[src/rtl/hb_period_meter.sv]
// Heartbeat period meter: synchronises hb_in, averages edge-to-edge periods,
// converts the average to a QF time value and issues inv_recip requests.
module hb_period_meter #(
    parameter int W        = 32,
    parameter int F        = 16,
    parameter int CNT_W    = 24,
    parameter int AVG_LOG2 = 2,
    parameter int TB_LOG2  = 4,
    parameter int TIMEOUT  = 1000
) (
    input  logic         clk,
    input  logic         rst_n,
    input  logic         enable,
    input  logic         hb_in,
    output logic         start_calc,
    input  logic         done,
    output logic [W-1:0] x_in,
    output logic         period_valid,
    output logic         timeout,
    output logic         busy
);

    localparam int N  = 1 << AVG_LOG2;
    localparam int PW = (AVG_LOG2 > 0) ? AVG_LOG2 : 1;
    localparam int RD = 1 << PW;
    localparam int FW = AVG_LOG2 + 1;
    localparam int SW = CNT_W + AVG_LOG2;
    localparam int SH = F - TB_LOG2;
    localparam int QW = (CNT_W + SH > W + 1) ? CNT_W + SH : W + 1;

    typedef enum logic [1:0] {
        S_IDLE,
        S_ISSUE,
        S_WAIT
    } st_t;

    st_t              st, st_nx;
    logic             s1, s2, s3;
    logic             hb_edge;
    logic [CNT_W-1:0] cnt;
    logic             armed;
    logic             capture;
    logic             to_hit;
    logic             load;
    logic             pend, pend_to;
    logic [FW-1:0]    fill, fill_nx;
    logic [SW-1:0]    sum, sum_nx;
    logic [PW-1:0]    wp, wp_nx;
    logic [CNT_W-1:0] ring [RD];
    logic [CNT_W-1:0] evict;
    logic [CNT_W-1:0] avg;
    logic [QW-1:0]    q_wide;
    logic [W-1:0]     q, q_max;

    always_ff @(posedge clk or negedge rst_n) begin
        if (!rst_n) begin
            s1 <= 1'b0;
            s2 <= 1'b0;
            s3 <= 1'b0;
        end else begin
            s1 <= hb_in;
            s2 <= s1;
            s3 <= s2;
        end
    end

    assign hb_edge = s2 & ~s3;
    assign capture = enable & hb_edge & armed;
    assign to_hit  = enable & ~hb_edge & (cnt == CNT_W'(TIMEOUT));
    assign load    = (st == S_IDLE) & pend & enable;

    always_ff @(posedge clk or negedge rst_n) begin
        if (!rst_n) begin
            cnt <= '0;
        end else if (!enable) begin
            cnt <= '0;
        end else if (hb_edge) begin
            cnt <= CNT_W'(1);
        end else if (cnt != '1) begin
            cnt <= cnt + CNT_W'(1);
        end
    end

    // Evicted slots read as zero until the window has filled once.
    assign evict   = (fill == FW'(N)) ? ring[wp] : '0;
    assign sum_nx  = sum + SW'(cnt) - SW'(evict);
    assign fill_nx = (fill == FW'(N)) ? fill : fill + FW'(1);
    assign wp_nx   = (wp == PW'(N - 1)) ? '0 : wp + PW'(1);

    always_ff @(posedge clk) begin
        if (capture) begin
            ring[wp] <= cnt;
        end
    end

    always_ff @(posedge clk or negedge rst_n) begin
        if (!rst_n) begin
            armed   <= 1'b0;
            timeout <= 1'b0;
            fill    <= '0;
            sum     <= '0;
            wp      <= '0;
            pend    <= 1'b0;
            pend_to <= 1'b0;
        end else if (!enable) begin
            armed   <= 1'b0;
            timeout <= 1'b0;
            fill    <= '0;
            sum     <= '0;
            wp      <= '0;
            pend    <= 1'b0;
            pend_to <= 1'b0;
        end else begin
            if (load) begin
                pend    <= 1'b0;
                pend_to <= 1'b0;
            end
            if (hb_edge) begin
                armed   <= 1'b1;
                timeout <= 1'b0;
                if (armed) begin
                    sum  <= sum_nx;
                    fill <= fill_nx;
                    wp   <= wp_nx;
                    if (fill_nx == FW'(N)) begin
                        pend <= 1'b1;
                    end
                end
            end else if (to_hit) begin
                armed   <= 1'b0;
                timeout <= 1'b1;
                fill    <= '0;
                sum     <= '0;
                wp      <= '0;
                if (!timeout) begin
                    pend    <= 1'b1;
                    pend_to <= 1'b1;
                end
            end
        end
    end

    assign period_valid = (fill == FW'(N));

    assign q_max  = {1'b0, {(W-1){1'b1}}};
    assign avg    = CNT_W'(sum >> AVG_LOG2);
    assign q_wide = QW'(avg) << SH;
    assign q      = (q_wide > QW'(q_max)) ? q_max : q_wide[W-1:0];

    always_ff @(posedge clk or negedge rst_n) begin
        if (!rst_n) begin
            st <= S_IDLE;
        end else begin
            st <= st_nx;
        end
    end

    always_comb begin
        st_nx = st;
        unique case (st)
            S_IDLE:  if (load) st_nx = S_ISSUE;
            S_ISSUE: st_nx = S_WAIT;
            S_WAIT:  if (done) st_nx = S_IDLE;
            default: st_nx = S_IDLE;
        endcase
    end

    always_comb begin
        start_calc = (st == S_ISSUE);
        busy       = (st != S_IDLE);
    end

    // A timeout request forces a zero period so the rate stage reports invalid.
    always_ff @(posedge clk or negedge rst_n) begin
        if (!rst_n) begin
            x_in <= '0;
        end else if (load) begin
            x_in <= pend_to ? '0 : q;
        end
    end

endmodule

[config.mk]
export PLATFORM = sky130hd
export DESIGN_NAME = hb_period_meter
export DESIGN_NICKNAME = d
export VERILOG_FILES = /design/src/rtl/hb_period_meter.sv
export SDC_FILE = /design/constraint.sdc
export NUM_CORES = 1
export LEC_CHECK = 0
export BUFFER_PORTS_ARGS = -buffer_cell sky130_fd_sc_hd__buf_2
export CAP_MARGIN = 20
export CORE_MARGIN = 8
export CORE_UTILIZATION = 40
export DETAILED_ROUTE_END_ITERATION = 16
export HOLD_SLACK_MARGIN = 0.1
export PLACE_DENSITY = 0.6
export SKIP_LAST_GASP = 1
export SLEW_MARGIN = 20
export SYNTH_ARGS = -nofsm -noshare
export SYNTH_HDL_FRONTEND = slang
export SYNTH_SLANG_ARGS = --single-unit
[constraint.sdc]
create_clock -name clk -period 4.4 [get_ports clk]
set_input_delay 0 -clock clk [delete_from_list [all_inputs] [get_ports clk]]
set_output_delay 0 -clock clk [all_outputs]
set_load 0.01 [all_outputs]
After elaboration in Yosys (flattened, before gate mapping)
Memory sizes are Yosys's and may differ from the RTL's.
Index checks and enable logic that the tools add are counted.
W data, S select, Z words.
{"block": "classes", "add_sub_neg": 5, "multipliers": 0, "div": 0, "n_lt_le_gt_ge": 1, "n_eq_ne": 12, "shifts": 0, "muxes": 43, "n_bitwise": 9, "n_reduce_logical": 4}
{"operator": "$mux W26", "count": 4}
{"operator": "$mux W24", "count": 4}
{"operator": "$mux W32", "count": 2}
{"operator": "$gt A36 B31 Y1 const B", "count": 1}
{"operator": "$add A26 B24 Y26", "count": 1}
{"operator": "$sub A26 B24 Y26", "count": 1}
{"operator": "$add A24 B1 Y24 const B", "count": 1}
{"operator": "$eq A24 B10 Y1 const B", "count": 1}
{"operator": "$ne A24 B24 Y1 const B", "count": 1}
{"operator": "$mux W1", "count": 20}
{"operator": "$mux W3", "count": 5}
{"operator": "$mux W2", "count": 7}
{"operator": "$and A1 B1 Y1", "count": 7}
{"operator": "$eq A3 B3 Y1 const B", "count": 2}
{"operator": "$ne A3 B1 Y1 const B", "count": 2}
{"operator": "$pmux W2 S3", "count": 1}
{"operator": "$eq A2 B2 Y1 const B", "count": 2}
{"operator": "$ne A2 B2 Y1 const B", "count": 2}
{"operator": "$reduce_and A2 Y1", "count": 2}
{"operator": "$add A3 B1 Y3 const B", "count": 1}
{"operator": "$ne A3 B2 Y1 const B", "count": 1}
{"operator": "$add A2 B1 Y2 const B", "count": 1}
{"operator": "$eq A2 B1 Y1 const B", "count": 1}
{"operator": "$logic_not A2 Y1", "count": 1}
{"operator": "2 further kinds", "count": 3}
{"block": "word_totals", "reg_bits": 96, "latch_bits": 0, "mem_bits_rw": 96, "rom_bits": 0, "out_inout_bits": 36, "mem_count": 1}
{"memory": "ring", "words": 4, "width": 24, "rd": 1, "rd_clocked_by_memory_dff": 0, "wr": 1, "line_no": "49", "rtl": "logic [CNT_W-1:0] ring [RD];"}

Logic depth before layout (Yosys ltp)
{"block": "logic_depth", "depth_word": 8, "depth_mapped": 17}

Least setup slack after synthesis
OpenSTA, ideal clock, no wires.
{"block": "synth_path", "path_type": "register -> register", "startpoint": "register wp[0]", "endpoint": "register sum[23]", "setup_time_ps": 126, "arrival_ps": 4091, "required_ps": 4274, "slack_ps": 183, "stages_incl_launch_ff": 15, "n_path_buf": 2, "cell_sequence": "dfrtp_1 -> clkbuf_1 -> buf_2 -> mux4_2 -> and2_1 -> fa_1 -> inv_1 -> ha_1 -> a21oi_1 -> o21ai_0 -> nor4b_1 -> o31ai_1 -> a221oi_1 -> nor4_1 -> a221o_1"}
{"block": "synth_between", "elab_chain_cells": 6}
{"item": "start, declared", "line_no": "48", "rtl": "logic [PW-1:0] wp, wp_nx;"}
{"item": "start signal, assigned", "line_no": "124", "rtl": "wp <= wp_nx;"}
{"item": "$mem_v2 Z4 W24"}
{"item": "$mux W24", "line_no": "85", "rtl": "assign evict = (fill == FW'(N)) ? ring[wp] : '0;"}
{"item": "$sub A26 B24 Y26", "line_no": "86", "rtl": "assign sum_nx = sum + SW'(cnt) - SW'(evict);"}
{"item": "$mux W26", "line_no": "121", "rtl": "if (armed) begin"}
{"item": "$mux W26", "line_no": "118", "rtl": "if (hb_edge) begin"}
{"item": "$mux W26", "line_no": "105", "rtl": "end else if (!enable) begin"}
{"item": "end signal, assigned", "line_no": "122", "rtl": "sum <= sum_nx;"}
{"item": "end, declared", "line_no": "47", "rtl": "logic [SW-1:0] sum, sum_nx;"}
No other way between the ends. The select of a mux whose other input is x is not followed.
A chain may end at the register's enable or synchronous reset.

Final worst setup path
Ends and elaborated chain as after synthesis.

==> summary.json <==
{
  "floorplanning": {
    "initial_standard_cell_utilization_of_the_core_pct": 40.9,
    "design.portCount": 41,
    "design.die.area_um2": 29300,
    "placeableCoreArea_um2": 23500,
    "number_of_rows_in_the_core_area": 56,
    "floorplan.die.height_um": 171,
    "floorplan.die.width_um": 171
  },
  "drt": {
    "final_antenna_net_count": 0,
    "first_pass_iters": 5,
    "drt_iter0_drc": 559,
    "via_count": 6196,
    "drc": 0,
    "vias_per_cell": 5.07,
    "wl_mm": 20.9,
    "wire_length_per_cell_after_detailed_routing_um": 17.1
  },
  "power_and_ir_drop": {
    "vdd_drop_max_mv": 0.211,
    "gate_power_share_pct": 16.1,
    "power.net_switching_mw": 1.06,
    "internal_power_mw": 2.82,
    "power.share.switching_pct": 27.2,
    "leakage_nw": 4.30,
    "p_total_mw": 3.88,
    "seq_power_share_pct": 46.7,
    "power.density_nw_per_um2": 358,
    "clock_power_share_pct": 37.2
  },
  "timing": {
    "setup_tns_ps": 0,
    "finalCriticalPeriod_ps": 4040,
    "fin_worst_skew_ps": 12.3,
    "slew_viol_final": 0,
    "post-route-period-util_pct": 91.8,
    "clock.fmax_mhz": 248,
    "grt_setup_unrepaired": "false",
    "setup_viol_count_final": 0,
    "worst_hold_slack_ps": 105,
    "final-hold-violation-count": 0,
    "relSlewSlack_pct": 49.4,
    "max_slew.worst_pin.slew_ps": 753
  },
  "logic_synthesis": {
    "post_synthesis_cells": 846,
    "ys_types": 60,
    "synth-edff-count": 96,
    "post_synth_instance_area_um2": 9620,
    "synth_warnings": 0,
    "synthArstFlopShare_pct": 47.0,
    "yosys_register_bits": 181,
    "synth-seq-area-share_pct": 52.1,
    "postSynth.topFlopCell": "sky130_fd_sc_hd__edfxtp_1",
    "avgSynthCellArea_um2": 11.4,
    "synth.net_count": 911
  },
  "grt": {
    "first_pass_grt_wire_length_mm": 33.6,
    "grt_util_all_layers_pct": 14.9,
    "antenna_found_initial": 0,
    "maximum_number_of_pins_on_one_net_before_global_route_repair": 47,
    "grt_overflow": 0,
    "first_global_vias": 6159
  },
  "layout": {
    "layout.core_utilization_pct": 46.0,
    "nets": 955,
    "share_of_cells_above_drive_strength_1_pct": 14.5,
    "diodes": 0,
    "area.growth.synth_to_final_pct": 12.6
  },
  "hold_path": {
    "hold_path_class": "primary input to asynchronous set/reset pin"
  },
  "placement": {
    "buffer_ports.inserted": 40,
    "routabilityCongestion": 0.853,
    "hpwl_mm": 15.4
  },
  "critical_path": {
    "cp.required_ps": 4720,
    "critical_path_arrival_ps": 4360,
    "critical_path.endpoint_type": "flip-flop",
    "regToRegSetupSlack_ps": 360,
    "worstPathMaxFanout": 17,
    "worst-r2r-cell-count": 12,
    "worstSetupPathType": "flip-flop to flip-flop",
    "worst_r2r_end": "sum[23]$_DFFE_PN0P_",
    "start_kind": "flip-flop",
    "critical_path.reg2reg.startpoint": "wp[0]$_DFFE_PN0P_"
  },
  "clock_network": {
    "clkSinkCount": 181,
    "clock_tree.root_cell": "sky130_fd_sc_hd__clkbuf_16",
    "cts-htree-levels": 4,
    "tritoncts": "yes",
    "clk-insertion-delay-late_ps": 440,
    "cts.path.max_buffers": 2,
    "cts_setup_buffers": 0,
    "cts.clk_slew.worst_paths_ps": 70,
    "tritoncts.num_buffers": 17
  },
  "outcome": {
    "status": "completed"
  },
  "flow_run": {
    "drv.max_cap_violation_count": 0
  }
}
==> worst max-delay path, stage by stage, from the launching register on <==
cell and delay (ps):
sky130_fd_sc_hd__dfrtp_4 620, sky130_fd_sc_hd__buf_12 200, sky130_fd_sc_hd__mux4_2 480, sky130_fd_sc_hd__and2_1 180
sky130_fd_sc_hd__fa_1 480, sky130_fd_sc_hd__inv_1 40, sky130_fd_sc_hd__ha_1 390, sky130_fd_sc_hd__a21oi_2 310
sky130_fd_sc_hd__o21ai_0 140, sky130_fd_sc_hd__a21o_1 180, sky130_fd_sc_hd__a221oi_1 530, sky130_fd_sc_hd__nor4_1 80
sky130_fd_sc_hd__a221o_1 270
==> cell usage after synthesis, types with 24 or more instances <==
master | count | area (um^2)
sky130_fd_sc_hd__o31ai_1 | 25 | 188
sky130_fd_sc_hd__a21oi_1 | 29 | 145
sky130_fd_sc_hd__edfxtp_1 | 96 | 2880
sky130_fd_sc_hd__dfrtp_1 | 85 | 2130
sky130_fd_sc_hd__mux4_2 | 24 | 541
sky130_fd_sc_hd__inv_1 | 112 | 420
sky130_fd_sc_hd__clkbuf_1 | 28 | 105
sky130_fd_sc_hd__nand2_1 | 71 | 267
sky130_fd_sc_hd__nor2_1 | 60 | 225
sky130_fd_sc_hd__xnor2_1 | 26 | 228
sky130_fd_sc_hd__ha_1 | 36 | 450
sky130_fd_sc_hd__and2_1 | 30 | 188
sky130_fd_sc_hd__o21ai_0 | 42 | 210
sky130_fd_sc_hd__fa_1 | 24 | 480
==> cell type report <==
type / instances / area [um^2]
timing repair buffer: 69 / 480
clock buffer: 20 / 457
sequential: 181 / 5010
multi-input combinational: 509 / 3970
clock inverter: 12 / 92.6
tap: 319 / 399
fill: 2188 / 12700
inverter: 112 / 420
==> cells by family (layout without fill, tap and decap cells) <==
group	count (synthesis)	count (layout)	share of synthesized area [%]
simple gates	242	242	12.4
flops	181	181	52.1
buf+inv	156	213	6.65
compound gates	144	144	9.98
fa+ha+maj	60	60	9.68
xor+xnor	37	37	3.37
mux	26	26	5.84
==> per-layer routing <==
| layer | vias to the layer above | wire length [um] | share of wire, % | global-route usage (%) |
|---|---|---|---|---|
| met3 | 25 | 1030 | 4.9 | 3.07 |
| met5 | - | 0 | 0 | 0 |
| met2 | 138 | 9090 | 44 | 22.2 |
| li1 | 3028 | - | - | - |
| met4 | 0 | 374 | 1.8 | 4.80 |
| met1 | 3005 | 10400 | 50 | 21.4 |
==> layout by cell type, fill, tap and decap left out, drive strengths merged, types with 5 or more instances in the layout <==
cell | netlist | layout
inv | 112 | 117
edfxtp | 96 | 96
dfrtp | 85 | 85
nand2 | 71 | 71
buf | 15 | 65
nor2 | 60 | 60
o21ai | 43 | 43
ha | 36 | 36
and2 | 30 | 30
a21oi | 30 | 30
xnor2 | 26 | 26
o31ai | 26 | 26
mux4 | 24 | 24
fa | 24 | 24
clkbuf | 29 | 20
nand3 | 14 | 14
nand4 | 14 | 14
nor3 | 13 | 13
xor2 | 11 | 11
nor4 | 10 | 10
nor2b | 9 | 9
a21o | 7 | 7
a22o | 5 | 5
==> sequential cells by signal (all words and copies together), names as in the netlist <==
signal	cells
s2	1
pend	1
cnt	24
sum	26
wp	2
timeout	1
armed	1
st	2
pend_to	1
s1	1
ring	96
x_in	21
s3	1
fill	3
==> worst max-delay path by stage <==
stage / slack, ps / depth (start not counted) / from / end
6_report: 360 / 12 / wp[0]$_DFFE_PN0P_ / sum[23]$_DFFE_PN0P_
5_1_grt: 70 / 12 / wp[0]$_DFFE_PN0P_ / sum[23]$_DFFE_PN0P_
4_1_cts: 210 / 12 / wp[0]$_DFFE_PN0P_ / sum[23]$_DFFE_PN0P_
3_5_place_dp: 240 / 12 / wp[0]$_DFFE_PN0P_ / sum[23]$_DFFE_PN0P_
3_3_place_gp: 320 / 12 / wp[0]$_DFFE_PN0P_ / sum[23]$_DFFE_PN0P_
2_1_floorplan: 180 / 14 / wp[0]$_DFFE_PN0P_ / sum[23]$_DFFE_PN0P_
==> power by group through the flow <==
stage,Sequential [mW],Clock (mW),Combinational (mW)
3_3_place_gp,1.85,0,0.617
5_1_grt,1.81,1.54,0.702
4_1_cts,1.81,1.46,0.626
6_report,1.81,1.44,0.623
2_1_floorplan,1.84,0,0.475
3_5_place_dp,1.85,0,0.619
==> what timing repair did <==
| item | in CTS | in global routing |
|---|---|---|
| hold buffers | 4 | 0 |
| setup endpoints to repair | 0 | 2 |
| resized for setup | 0 | 2 |
| endpoints found under the hold margin | 53 | 0 |
==> through the flow <==
step	setup WS, ps	instances	area [um^2]
6_report	360	1222	10800
5_1_grt	68.8	1222	10800
4_1_cts	209	1222	10800
3_5_place_dp	236	1186	10200
3_3_place_gp	323	1186	10200
2_1_floorplan	183	846	9620
No activity file was read; power rests on OpenSTA's default activity.
